==> src/rtl/pipe_stage_elastic.sv <==
// pipe_stage_elastic
//   Elastic pipeline-stage register for the SPARC core. Carries an opaque
//   payload plus a write-enable bitmask under a valid/ready handshake. A
//   two-entry skid buffer (main + skid) sustains one transfer per cycle while
//   in_ready comes straight from a flop. Empty slots present NOP_VALUE with
//   all write enables cleared.
//
//   Optional statistics: define PIPE_STAGE_ELASTIC_STATS_EN to add the
//   stall_cnt and flush_drop_cnt outputs.
//
// Ports
//   clk            clock, all state updates on posedge
//   reset          synchronous active-high reset
//   flush          kill every held entry (and any same-cycle accept)
//   in_valid       upstream holds an instruction
//   in_ready       stage can accept (registered)
//   in_data        upstream payload            [DATA_W]
//   in_wen         upstream write enables      [WEN_W]
//   out_valid      stage holds an instruction
//   out_ready      downstream accepts (low = stall)
//   out_data       head payload or NOP_VALUE   [DATA_W]
//   out_wen        head write enables or 0     [WEN_W]
//   stall_cnt      (stats) cycles with out_valid & !out_ready, saturating
//   flush_drop_cnt (stats) entries killed by flush, saturating
module pipe_stage_elastic #(
  parameter int unsigned          DATA_W    = 128,
  parameter int unsigned          WEN_W     = 4,
  parameter logic [DATA_W-1:0]    NOP_VALUE = '0
) (
  input  logic              clk,
  input  logic              reset,
  input  logic              flush,
  input  logic              in_valid,
  output logic              in_ready,
  input  logic [DATA_W-1:0] in_data,
  input  logic [WEN_W-1:0]  in_wen,
  output logic              out_valid,
  input  logic              out_ready,
  output logic [DATA_W-1:0] out_data,
  output logic [WEN_W-1:0]  out_wen
`ifdef PIPE_STAGE_ELASTIC_STATS_EN
  ,
  output logic [31:0]       stall_cnt,
  output logic [15:0]       flush_drop_cnt
`endif
);

  typedef enum logic [1:0] {
    EMPTY = 2'd0,
    ONE   = 2'd1,
    TWO   = 2'd2
  } state_t;

  state_t              state, state_next;
  logic [DATA_W-1:0]   main_data, skid_data;
  logic [WEN_W-1:0]    main_wen,  skid_wen;
  logic                accept, issue;

  assign accept    = in_valid & in_ready;
  assign out_valid = (state != EMPTY);
  assign issue     = out_valid & out_ready;

  // Outputs are muxes of flops only; no in_* to out_* path.
  assign out_data  = out_valid ? main_data : NOP_VALUE;
  assign out_wen   = out_valid ? main_wen  : '0;

  // NOTE: every signal written here gets a default first so no latch is
  // inferred on paths that do not assign it.
  always_comb begin
    state_next = state;
    unique case (state)
      EMPTY: if (accept) state_next = ONE;
      ONE: begin
        if (issue && !accept)      state_next = EMPTY;
        else if (!issue && accept) state_next = TWO;
      end
      TWO:     if (issue) state_next = ONE;
      default: state_next = EMPTY;
    endcase
    if (flush) state_next = EMPTY;
  end

  // NOTE: sequential state uses non-blocking assignments so every flop
  // samples the pre-edge values regardless of block ordering.
  always_ff @(posedge clk) begin
    if (reset) begin
      state    <= EMPTY;
      in_ready <= 1'b1;
    end else begin
      state    <= state_next;
      // Registered: low only while two entries will be held.
      in_ready <= (state_next != TWO);
    end
  end

  // NOTE: the payload registers carry no reset; their contents are only
  // observed while state marks them valid, so resetting them buys nothing.
  // Writes during a flush are harmless because the state goes EMPTY.
  always_ff @(posedge clk) begin
    unique case (state)
      EMPTY: begin
        if (accept) begin
          main_data <= in_data;
          main_wen  <= in_wen;
        end
      end
      ONE: begin
        if (accept && issue) begin
          main_data <= in_data;
          main_wen  <= in_wen;
        end else if (accept) begin
          skid_data <= in_data;
          skid_wen  <= in_wen;
        end
      end
      TWO: begin
        if (issue) begin
          main_data <= skid_data;
          main_wen  <= skid_wen;
        end
      end
      default: ;
    endcase
  end

`ifdef PIPE_STAGE_ELASTIC_STATS_EN
  logic [1:0]  held_cnt;
  logic [1:0]  killed_cnt;
  logic [16:0] drop_sum;

  // An entry issued in the flush cycle was consumed downstream, so it is not
  // a drop; a same-cycle accept is.
  always_comb begin
    unique case (state)
      ONE:     held_cnt = 2'd1;
      TWO:     held_cnt = 2'd2;
      default: held_cnt = 2'd0;
    endcase
    killed_cnt = held_cnt + {1'b0, accept} - {1'b0, issue};
    drop_sum   = {1'b0, flush_drop_cnt} + {15'd0, killed_cnt};
  end

  always_ff @(posedge clk) begin
    if (reset) begin
      stall_cnt      <= '0;
      flush_drop_cnt <= '0;
    end else begin
      if (out_valid && !out_ready && (stall_cnt != '1))
        stall_cnt <= stall_cnt + 32'd1;
      if (flush)
        flush_drop_cnt <= drop_sum[16] ? '1 : drop_sum[15:0];
    end
  end
`endif

endmodule

==> config.mk <==
export PLATFORM = sky130hd
export DESIGN_NAME = pipe_stage_elastic
export DESIGN_NICKNAME = d
export VERILOG_FILES = /design/src/rtl/pipe_stage_elastic.sv
export SDC_FILE = /design/constraint.sdc
export NUM_CORES = 1
export LEC_CHECK = 0
export BUFFER_PORTS_ARGS = -buffer_cell sky130_fd_sc_hd__buf_2
export CAP_MARGIN = 20
export CORE_MARGIN = 2
export CORE_UTILIZATION = 30
export DETAILED_ROUTE_END_ITERATION = 8
export PLACE_DENSITY = 0.57
export SETUP_SLACK_MARGIN = 0.05
export SLEW_MARGIN = 15
export SYNTH_ARGS = -nofsm -noshare
export SYNTH_HDL_FRONTEND = slang
export SYNTH_SLANG_ARGS = --single-unit
==> constraint.sdc <==
create_clock -name clk -period 31 [get_ports clk]
set_input_delay 4.65 -clock clk [delete_from_list [all_inputs] [get_ports clk]]
set_output_delay 4.65 -clock clk [all_outputs]
set_load 0.01 [all_outputs]
Yosys cells after proc, flatten, opt, wreduce, memory -nomap -nowiden. Index checks and enable logic that the tools add are counted. W data, S select, Z words.

Bits in registers: 267. Output and inout port bits: 134.

Equality and inequality tests: 6. Muxes and demuxes: 16. Bitwise operators: 3. Reduce and logical (&&, ||, !) cells: 10.

Operator list (count): $mux W128 (4); $pmux W128 S3 (1); $mux W4 (4); $pmux W4 S3 (1); $mux W2 (5); $ne A2 B2 Y1 const B (4); $pmux W2 S3 (1); $reduce_and A4 Y1 (1); $logic_and A1 B1 Y1 (3); $reduce_and A3 Y1 (1); $reduce_bool A3 Y1 (1); $and A1 B1 Y1 (2); $eq A2 B1 Y1 const B (1); $eq A2 B2 Y1 const B (1); $logic_not A1 Y1 (2); $logic_not A2 Y1 (1); $reduce_bool A2 Y1 (1); $not A1 Y1 (1).

Longest topological paths before layout. Gate-level depths: netlist of the first run.

Depth after elaboration: 9. Mapped depth: 5.

Least setup slack after synthesis of the first run. OpenSTA, ideal clock, no wires.

Path kind: input -> register. From: in out_ready. To: reg skid_data[0], enable pin. Setup time: 0.785 ns. Arrival: 13.729 ns. Required time: 30.215 ns. Setup slack: 16.485 ns. Cell stages on the path: 2. Buffers on the path: 0. Path through: nand2b_1 nor3_1.

Longest elaborated chain between the ends: 4.

Ends and longest elaborated chain: from (decl) (RTL line 38) `input logic out_ready,`; $and A1 B1 Y1 (RTL line 61) `assign issue = out_valid & out_ready;`; $logic_and A1 B1 Y1 (RTL line 108) `if (accept && issue) begin`; $not A1 Y1 (no source line); $reduce_and A3 Y1 (no source line); to (signal assigned) (RTL line 112) `skid_data <= in_data;`; to (decl) (RTL line 55) `logic [DATA_W-1:0] main_data, skid_data;`.

No other way between the ends. A chain may end at the register's enable or synchronous reset.

Worst setup path after layout of the first run.
From: reg state[1]. To: out out_data[108].

Longest elaborated chain between the ends: 2.

Ends and longest elaborated chain: from (decl) (RTL line 54) `state_t state, state_next;`; from (signal assigned) (RTL line 90) `state <= state_next;`; $reduce_bool A2 Y1 (RTL line 60) `assign out_valid = (state != EMPTY);`; $mux W128 (RTL line 64) `assign out_data = out_valid ? main_data : NOP_VALUE;`; to (decl) (RTL line 39) `output logic [DATA_W-1:0] out_data,`.

No other way between the ends.

==> results of run 1 <==
through the flow:
step | setup slack (ns) | cell area, um^2 | instances | hold WS, ns | utilization [%]
3_5_place_dp | 23.75 | 12700 | 1290 | 0.533 | 35.0
4_1_cts | 23.61 | 13700 | 1343 | 0.543 | 37.6
5_1_grt | 23.46 | 13700 | 1343 | 0.555 | 37.6
2_1_floorplan | 16.49 | 11000 | 577 | 0.525 | -
3_3_place_gp | 23.76 | 12700 | 1290 | 0.528 | 35.0
6_report | 23.74 | 13700 | 1344 | 0.540 | 37.6
how the worst max path moves through the flow:
stage          startpoint             to  slack, ns
2_1_floorplan   out_ready   skid_data[0]      16.49
3_3_place_gp    out_ready  main_data[64]      23.76
4_1_cts          state[1]   out_data[53]      23.61
3_5_place_dp    out_ready  main_data[89]      23.75
6_report         state[1]  out_data[108]      23.74
5_1_grt          state[1]  out_data[108]      23.46
worst reg2reg max path: stages (launching register included):
cell and delay, ns:
dfxtp_1 0.42, nand2b_4 0.57, buf_4 0.79, buf_4 0.84
mux2_2 0.46
synthesized netlist by cell type:
cell,number
a41o_1,1
and2_1,133
and3_1,1
buf_12,9
buf_2,7
buf_6,1
clkbuf_1,6
clkbuf_2,7
dfxtp_1,3
edfxtp_1,264
inv_1,1
mux2_2,52
mux2_4,80
nand2_1,2
nand2b_1,2
nand4b_1,1
nor3_1,1
nor3b_1,1
nor4_1,2
o221ai_1,1
or2_1,1
or4_1,1
state kept, by name (all words and copies together), names as in the netlist:
name and cells:
main_wen 4, main_data 128, skid_data 128, in_ready 1, skid_wen 4, state 2
cell type report:
cell class | instances | area [um^2]
Clock inverter | 18 | 170
Multi-Input combinational cell | 279 | 2740
Sequential cell | 267 | 7990
Fill cell | 3406 | 22700
Inverter | 1 | 3.75
Tap cell | 468 | 586
Antenna cell | 1 | 2.50
Timing Repair Buffer | 275 | 1400
Clock buffer | 35 | 769
per-layer routing:
layer	part of all wire [%]	wire length [um]	GRT usage [%]	up-vias
li1	-	-	-	2705
met1	45	10200	15.4	2801
met2	43	9600	16.9	213
met3	9.2	2070	4.73	47
met4	2.2	491	2.94	8
met5	0.25	56	0	-
cell usage in the layout, fill, tap and decap left out, drive strengths merged, types with 2 or more instances in the layout:
cell / count
and2: 133
buf: 275
bufinv: 3
clkbuf: 35
clkinv: 13
clkinvlp: 2
dfxtp: 3
edfxtp: 264
mux2: 132
nand2: 2
nand2b: 2
nor4: 2
power groups by stage:
stage | logic [mW] | registers, mW | clock network [mW]
after floorplan | 0.0263 | 0.424 | 0
after global placement | 0.0485 | 0.423 | 0
after detailed placement | 0.0491 | 0.424 | 0
after CTS | 0.0494 | 0.416 | 0.354
after global routing | 0.0527 | 0.417 | 0.367
final | 0.0480 | 0.416 | 0.341
cell families (layout without fill, tap and decap cells):
group                  after synthesis  after routing  share of synthesized area, %
AND/OR/NAND/NOR                    145            145                          8.25
multiplexers                       132            132                          16.3
other                                0              1                             0
flip-flops                         267            267                          72.7
AO/OA/AOI/OAI                        2              2                         0.171
buffers and inverters               31            329                          2.62
==> run summary, run 1 <==
The run finished with clean final reports. The tree is rooted in a clkbuf_16. In the post-synthesis netlist, the biggest area contributors are edfxtp_1 72%, mux2_4 11%, and2_1 7.6%. The clock group share of total power came out at 42.3%.

The proportion of synthesized chip area in sequential cells is 72.7%. The worst hold path terminates at main_data[121]. For this run, the detailed router's first-pass iteration total came to 4. The die height is 195 um. The via count of the first global-routing pass was 5916. The proportion of power drawn by combinational gates is 6.0%. The relative area change from synthesis to final layout is 24.3%. For this block, the initial DRC count from the detailed router was 200. The startpoint identified for the worst register-to-register timing path is state[0]. The number of setup violations in the final report is 0.

The worst path needs 7.26 ns of the cycle, external delays included. The maximum frequency from static timing analysis is 0.138 GHz. The number of buffers inserted by hold repair at cts came out at 0.

For this run, the number of Yosys warnings is 0. In this run the worst path has a maximum fanout of 92. The width of the die is 195 um.

The overall power consumption is 0.805 mW. The worst reg2reg path depth came out at 4. The mean post-synth cell area is 19.0 um^2. Measured against its own limit, the worst slew margin works out to 35.9%. The kind of cell adding the most delay to the critical path is buffers and inverters. The critical path start-end classification is reg -> out.

The routed wire length per instance is 16.6 um. The final count of hold timing violations is 0. The vias per cell is 4.30.

The initial standard-cell utilization of the core came out at 30.2%. Setup total negative slack on the finished layout was measured at 0 ns. The cell count after synthesis came out at 577. The path length in cells of the critical path came out at 4. The number of nets produced by synthesis is 714. The net total in the final layout came out at 991. Across the run, the number of max-cap violations was 0. The post-detailed-route count of antenna-violating nets is 0. The largest net degree at the start of global routing is 133.

The initial antenna violation count is 5. The worst hold path belongs to the class reg -> reg. The synthesized netlist occupies a cell area of 11000 um^2. The clock latency at the later pin of the worst-skew pair came out at 0.57 ns. Pin placement for this block handled 271 I/O pins.

The placeable core area is 36300 um^2. The power density of the placed cells is 59.0 nW/um^2. The final critical path takes up 23.4% of the cycle.

The reg2reg setup slack came out at 27.68 ns. The number of distinct library cells after synthesis came out at 22. The analysis attributes to cell leakage a power of 5.65 nW.

The maximum resistive drop on vdd came out at 0.0500 mV. The data required time of the critical path is 26.35 ns. The internal power summed over all cells came out at 0.638 mW. The total wire length came out at 22.4 mm. The register clock-pin slew on the reported worst setup and hold paths came out at 0.06 ns.

Setup repair after global routing left no endpoint under its margin. The wire length of the first global-routing pass came out at 34.1 mm. The placer congestion estimate came out at 0.726. In this run the most critical hold path is launched from skid_data[121]. The total overflow left after global routing is 0. The number of remaining DRC errors came out at 0. Net switching is 20.8% of the power. The number of cells traversed by the worst hold path came out at 1.

The power dissipated by switching net loads is 0.167 mW. The actual slew at the worst max-slew pin came out at 0.962 ns. The buffer count from post-CTS setup fixing is 0.

TritonCTS built the clock tree. The number of clock buffers inserted by TritonCTS is 30. The count of final max-slew check failures was 0.

The share of power burned in registers came out at 51.7%. The category of the worst setup path launch point is a flop. The cell with the largest stage delay on the worst path is buf_4. The area share of the leading cell type in the synthesized netlist is 72.2%. Gates resized during post-CTS repair numbered 0. Data arrives at the worst endpoint at 2.61 ns.

The critical path contains buffers and inverters numbering 2 combined. The full die area is 38200 um^2. Summed over all instances, the cell type with the most area after synthesis is edfxtp_1. The placed wire-length estimate is 13.9 mm. The endpoint of the worst-slack reg-to-reg timing path is main_data[29]. The synthesized design contains 267 register bits. The worst setup path is captured at a primary output. The largest clock skew in the final design is 0.0291 ns.

The H-tree level count is 1. The total clock sinks came out at 267. The share of cells above drive strength 1 is 51.4%. The buffer depth of the longest clock path is 3. The global router's overall resource usage came out at 11.4%. Walking the worst path, the cells encountered are or2_4, buf_4, and2_1, buf_2.

The quantity of I/O buffers inserted on ports came out at 270. For this block, the via count after detailed routing is 5774. The maximum single-stage delay on the critical path is 0.65 ns. In this run the core area contains 70 standard-cell rows.
(Power assumes the default switching activity.)
==> run 2, diff against run 1 <==
--- a/config.mk
+++ b/config.mk
@@ -10,7 +10,7 @@
 export CORE_MARGIN = 2
 export CORE_UTILIZATION = 30
 export DETAILED_ROUTE_END_ITERATION = 8
-export PLACE_DENSITY = 0.57
+export PLACE_DENSITY = 0.59
 export SETUP_SLACK_MARGIN = 0.05
 export SLEW_MARGIN = 15
 export SYNTH_ARGS = -nofsm -noshare
==> constraint.sdc (replaced) <==
create_clock -name clk -period 6.4 [get_ports clk]
set_input_delay 0.96 -clock clk [delete_from_list [all_inputs] [get_ports clk]]
set_output_delay 0.96 -clock clk [all_outputs]
set_load 0.01 [all_outputs]
==> run 2 against run 1 <==
Effect of this change:
- die area did not move
- setup slack got worse by 21 ns
- non-clock buffer count did not move
- highest routed layer unchanged
- utilization barely moved
- largest cell class unchanged
- power rose to 4.9 times the previous value
- sequential share of layout area fell by 0.064 points
- via count fell by 1.2%
==> run summary, run 2 (synthesized netlist as in run 1, its figures left out) <==
The share of cells above drive strength 1 is 51.8% (+0.40 points). The number of maximum-capacitance violations was 0 (unchanged). The run finished with clean final reports. The leading cell type in the layout, fill and taps excluded is buf_2. The final setup TNS came out at 0 ns (unchanged). The actual slew at the worst max-slew pin is 0.881 ns (-0.0809 ns). The wire length of the first global-routing pass came out at 33.5 mm (-1.6%).

In the layout the commonest cells are 270 x buf_2, 264 x edfxtp_1, 133 x and2_1, 80 x mux2_4, 52 x mux2_2. The biggest fanout along the worst timing path came out at 72 (-22%). The worst path uses 56.1% of the clock period. The number of primary I/O pins came to 271 (unchanged). The share of the core filled with cells in the final layout came out at 37.6% (+0.041 points). The largest individual stage delay along the critical path comes from the cell buf_4. The number of buffers inserted by hold repair at cts came out at 0 (unchanged). The worst-case hold slack came out at 0.541 ns (+0.000684 ns). The number of clock buffers inserted by TritonCTS came out at 29 (-3.3%). TritonCTS built the clock tree. The net total in the final layout is 990 (-0.10%).

The global router's overall resource usage is 11.3% (-0.10 points). The largest net degree at the start of global routing is 133 (unchanged). The maximum frequency from static timing analysis is 0.278 GHz.

The buffer count from post-CTS setup fixing is 0 (unchanged). The number of remaining DRC errors is 0 (unchanged). The quantity of I/O buffers inserted on ports came to 270 (unchanged). The register clock-pin slew on the reported worst setup and hold paths came to 0.06 ns (about the same). The category of the worst setup path launch point is a flop. The tightest min-delay check is of the reg -> reg type. The post-detailed-route count of antenna-violating nets came to 0 (unchanged).

The data required time of the critical path is 5.44 ns (-20.91 ns). The worst setup path is captured at a primary output. The total wire length was 22.3 mm (-0.25%). The critical path goes through or2_4, buf_4, and2_1, buf_2. The maximum resistive drop on vdd came out at 0.202 mV (+300%). The power density of the placed cells was 286 nW/um^2 (+390%). The die height was 195 um (unchanged). Compared with the post-synthesis result, the final layout area differs by 24.5%. The count of final max-slew check failures was 0 (unchanged). The via total after detailed routing is 5707 (-1.2%). The floorplan row count was 70 (unchanged).

The number of buffer and inverter instances along the worst setup path came out at 2 (unchanged). The placeable core area is 36300 um^2 (unchanged). The full die area came out at 38200 um^2 (unchanged). The headroom to the max-slew limit came out at 41.2% (+5.4 points).

The largest clock skew in the final design is 0.0130 ns (-0.0161 ns). The worst-case setup margin in the final layout came out at 2.81 ns (-20.93 ns). The total clock sinks is 267 (unchanged).

The global-route congestion overflow total is 0 (unchanged). The H-tree level count came to 1 (unchanged). The final count of hold timing violations is 0 (unchanged). The worst slack at placement was 3.33 ns (-20.42 ns).

The placed wire-length estimate is 14.5 mm (+4.5%). The maximum single-stage delay on the critical path is 0.59 ns (-0.06 ns). The number of setup violations in the final report came to 0 (unchanged). The vias per cell came out at 4.25 (-1.1%). The critical path is of the reg -> out type. The total leakage power is 5.66 nW (+0.27%). The routed wire length per instance is 16.6 um (-0.18%). The first-iteration detailed-routing DRC count came out at 231 (+16%).

In the final layout, the registers with the most flip-flops are main_data: 128 flops, skid_data: 128 flops. The buffer depth of the longest clock path came out at 3 (unchanged). The clock latency at the later pin of the worst-skew pair is 0.55 ns (-0.02 ns). Among cell families on the critical path, the largest total delay comes from simple AND/OR/NAND/NOR gates. The initial standard-cell utilization of the core came out at 30.2% (unchanged).

Setup repair after global routing left no endpoint under its margin. The initial antenna violation count came out at 3 (-2). The placer congestion estimate came out at 0.743 (+2.3%).

The post-CTS resize count came out at 0 (unchanged). The root buffer cell is clkbuf_16. The critical path data arrival time was 2.63 ns (+0.02 ns). The first-pass detailed-route iteration total is 4 (unchanged). The shortest period the worst path allows came out at 3.59 ns. The width of the die is 195 um (unchanged). The via count of the first global-routing pass was 5860 (-0.95%).
-- run 2: where the power goes --
part	switching, mW	total [mW]	internal [mW]
Sequential	0.0159	2.02	2.00
Clock	0.675	1.66	0.986
Combinational	0.114	0.231	0.117
-- run 2: final timing paths --
| check | depth (start not counted) | start | to | slack, ns |
|---|---|---|---|---|
| min reg2reg | 1 | skid_data[116] | main_data[116] | 0.54 |
| max | 4 | state[1] | out_data[47] | 2.81 |
| max reg2reg | 3 | state[0] | main_data[127] | 3.75 |
| min | 1 | skid_data[116] | main_data[116] | 0.54 |
-- run 2: cell type report --
cell class	instances	area, um^2
clock inverter	19	195
multi-input combinational	279	2740
tap	468	586
fill	3445	22700
antenna	1	2.50
sequential	267	7990
clock buffer	33	741
timing repair buffer	275	1410
inverter	1	3.75
-- run 2: routing by layer --
layer  routed length [um]  global-route usage (%)
met3                 2050                    4.68
met2                 9410                    16.7
met4                  575                    3.22
met1                10200                    15.2
met5                   24                       0
-- run 2: stage by stage --
step	instances	power, mW	instance area [um^2]
finish	1343	3.91	13700
detailed placement	1290	2.29	12700
floorplan	577	2.18	11000
global placement	1290	2.29	12700
global route	1342	4.05	13700
CTS	1342	3.97	13700
==> run 3, diff against run 2 <==
--- a/config.mk
+++ b/config.mk
@@ -10,7 +10,7 @@
 export CORE_MARGIN = 2
 export CORE_UTILIZATION = 30
 export DETAILED_ROUTE_END_ITERATION = 8
-export PLACE_DENSITY = 0.59
+export PLACE_DENSITY = 0.57
 export SETUP_SLACK_MARGIN = 0.05
 export SLEW_MARGIN = 15
 export SYNTH_ARGS = -nofsm -noshare
==> constraint.sdc (replaced) <==
create_clock -name clk -period 3.54 [get_ports clk]
set_input_delay 0.531 -clock clk [delete_from_list [all_inputs] [get_ports clk]]
set_output_delay 0.531 -clock clk [all_outputs]
set_load 0.01 [all_outputs]
==> run 3 against run 2 <==
Effect of this change:
- power grew 76%
- final cell count up 0.30%
- clock-buffer cell count grew 8
- design area grew 0.34%
- critical endpoint is now out_data[99]
- flip-flop and latch count is the same
- register-to-register slack got worse by 2.4 ns
- sequential share of layout area is 0.20 points lower
- clock skew is 0.0049 ns lower
==> run summary, run 3 (synthesized netlist as in run 1, its figures left out) <==
The flow ran to the end, and the final reports show no timing, DRC or antenna violations. The number of buffers inserted by hold repair at cts was 0 (unchanged). The floorplan row count is 70 (unchanged). The net total in the final layout is 998 (+0.81%). From synthesis to final layout, the design area changed by 24.9%. The leading cell type in the layout, fill and taps excluded is buf_2. The largest clock skew in the final design came out at 0.00811 ns (-0.00488 ns). The share of cells above drive strength 1 came out at 51.6% (-0.24 points). The ratio of final minimum period to clock period is 80.1%.

The number of remaining DRC errors came out at 0 (unchanged). The data required time of the critical path came out at 3.01 ns (-2.43 ns). The fill cell total of the finished layout is 3435 (-0.29%). The placed wire-length estimate came to 15.0 mm (+3.3%). The maximum resistive drop on vdd came out at 0.304 mV (+50%). The total wire length was 23.2 mm (+4.1%). The routed wire length per instance came to 17.2 um (+3.8%). The buffer count from post-CTS setup fixing is 0 (unchanged).

The worst setup path startpoint is state[1]. The biggest fanout along the worst timing path came out at 84 (+17%). The full die area came to 38200 um^2 (unchanged).

STA classifies the critical path startpoint as a flop. In the final layout, the registers with the most flip-flops are main_data: 128 flops, skid_data: 128 flops. The worst slack at placement was 1.23 ns (-2.10 ns). The power density of the placed cells is 503 nW/um^2 (+76%). The clock latency at the later pin of the worst-skew pair came out at 0.53 ns (-0.02 ns). The total leakage power came out at 5.67 nW (+0.22%). The wire length of the first global-routing pass came out at 35.3 mm (+5.4%). The global router's overall resource usage is 11.7% (+0.44 points). The worst reg2reg path depth came out at 3 (unchanged).

The number of primary I/O pins came out at 271 (unchanged). The initial standard-cell utilization of the core came to 30.2% (unchanged). The count of final max-slew check failures came to 0 (unchanged).

The initial antenna violation count is 1 (-2). The global-route congestion overflow total came out at 0 (unchanged). The maximum frequency from static timing analysis came out at 0.352 GHz. The critical path start-end classification is reg -> out.

The critical path data arrival time is 2.31 ns (-0.32 ns). The placer congestion estimate is 0.726 (-2.3%). The first-iteration detailed-routing DRC count is 249 (+7.8%). The quantity of I/O buffers inserted on ports is 270 (unchanged). The headroom to the max-slew limit came out at 46.6% (+5.4 points).

The endpoint of the worst-slack reg-to-reg timing path is main_data[10]. The worst hold path belongs to the class in -> reg. The total clock sinks came out at 267 (unchanged). The startpoint of the lowest-slack hold path is in_wen[2]. The startpoint of the most critical register-to-register path is state[0]. Setup repair after global routing left no endpoint under its margin. The shortest period the worst path allows is 2.84 ns. The number of maximum-capacitance violations came out at 0 (unchanged). The die height was 195 um (unchanged). The post-CTS resize count came out at 0 (unchanged). The top cell types in the final layout, fill and taps aside, are 270 x buf_2, 264 x edfxtp_1, 133 x and2_1, 80 x mux2_4, 52 x mux2_2.

The H-tree level count came out at 1 (unchanged). The post-detailed-route count of antenna-violating nets is 0 (unchanged). The number of cells traversed by the worst hold path came to 1 (unchanged).

The via total after detailed routing is 5823 (+2.0%). The buffer depth of the longest clock path is 3 (unchanged). The register clock-pin slew on the reported worst setup and hold paths is 0.06 ns (about the same). The first-pass detailed-route iteration total came out at 4 (unchanged). The actual slew at the worst max-slew pin came out at 0.801 ns (-0.0803 ns).

The overall power consumption came out at 6.89 mW (+76%). The largest net degree at the start of global routing is 85 (-36%). STA classifies the critical path endpoint as a primary output. The reg2reg setup slack is 1.38 ns (-2.37 ns). The width of the die is 195 um (unchanged). The placeable core area is 36300 um^2 (unchanged). The final count of hold timing violations came out at 0 (unchanged). The root buffer cell is clkbuf_16. The via count of the first global-routing pass came out at 5986 (+2.2%). The number of clock buffers inserted by TritonCTS was 29 (unchanged). The worst-case setup margin in the final layout came out at 0.703 ns (-2.10 ns).

The path with the worst hold slack has its endpoint at skid_wen[2]. The number of setup violations in the final report is 0 (unchanged). The vias per cell is 4.32 (+1.7%). The clock tree from TritonCTS is yes. The share of the core filled with cells in the final layout came out at 37.7% (+0.13 points).
-- run 3: cell types whose count changed in the layout (fill, tap and decap cells not counted) --
cell       change
clkbuf_1       +8
buf_12         +5
clkinv_2       -5
buf_4          +3
clkinv_1       -3
bufinv_16      -2
clkinv_4       -1
inv_6          -1
nand2b_1       -1
nand2b_4       +1
-- run 3: layout make-up --
cell class,count,area (um^2),area share (%)
sequential,267,7990,58.2
multi-input combinational,279,2750,20.1
timing repair buffer,283,1540,11.2
clock buffer,41,771,5.62
tap,468,586,4.27
clock inverter,7,81.3,0.593
inverter,1,3.75,0.0274
antenna,1,2.50,0.0182
-- run 3: how the worst max path moves through the flow --
stage,to,slack (ns),depth (start not counted)
floorplan,skid_data[0],-0.74,2
global placement,out_data[51],1.26,4
detailed placement,out_data[51],1.23,4
CTS,out_data[51],0.63,4
global route,out_data[51],0.52,4
finish,out_data[99],0.70,4
-- run 3: report_power, final --
part | switching [mW] | leakage, nW | internal, mW | total (mW)
Sequential | 0.0318 | 2.50 | 3.62 | 3.65
Clock | 1.17 | 0.412 | 1.64 | 2.81
Combinational | 0.214 | 2.76 | 0.218 | 0.432
Total | 1.42 | 5.67 | 5.48 | 6.89
-- run 3: worst max-delay path: stages (launching register included) --
cell and delay (ns):
dfxtp_1 0.49, or2_4 0.47, buf_12 0.31, and2_1 0.24, buf_2 0.15
-- run 3: layer usage --
metal / part of all wire (%) / vias up / GRT usage [%]
met5: 0 / - / 0
met4: 1.5 / 0 / 2.71
met3: 7.6 / 30 / 3.58
met2: 44 / 211 / 17.8
met1: 46 / 2863 / 16.5
li1: - / 2719 / -
-- run 3: metrics by stage --
| stage | cell area [um^2] | setup TNS, ns | hold WS [ns] | instances |
|---|---|---|---|---|
| floorplan | 11000 | -177.24 | 0.525 | 577 |
| global placement | 12900 | 0 | 0.526 | 1298 |
| detailed placement | 12900 | 0 | 0.533 | 1298 |
| CTS | 13700 | 0 | 0.140 | 1346 |
| global route | 13700 | 0 | 0.142 | 1346 |
| finish | 13700 | 0 | 0.181 | 1347 |
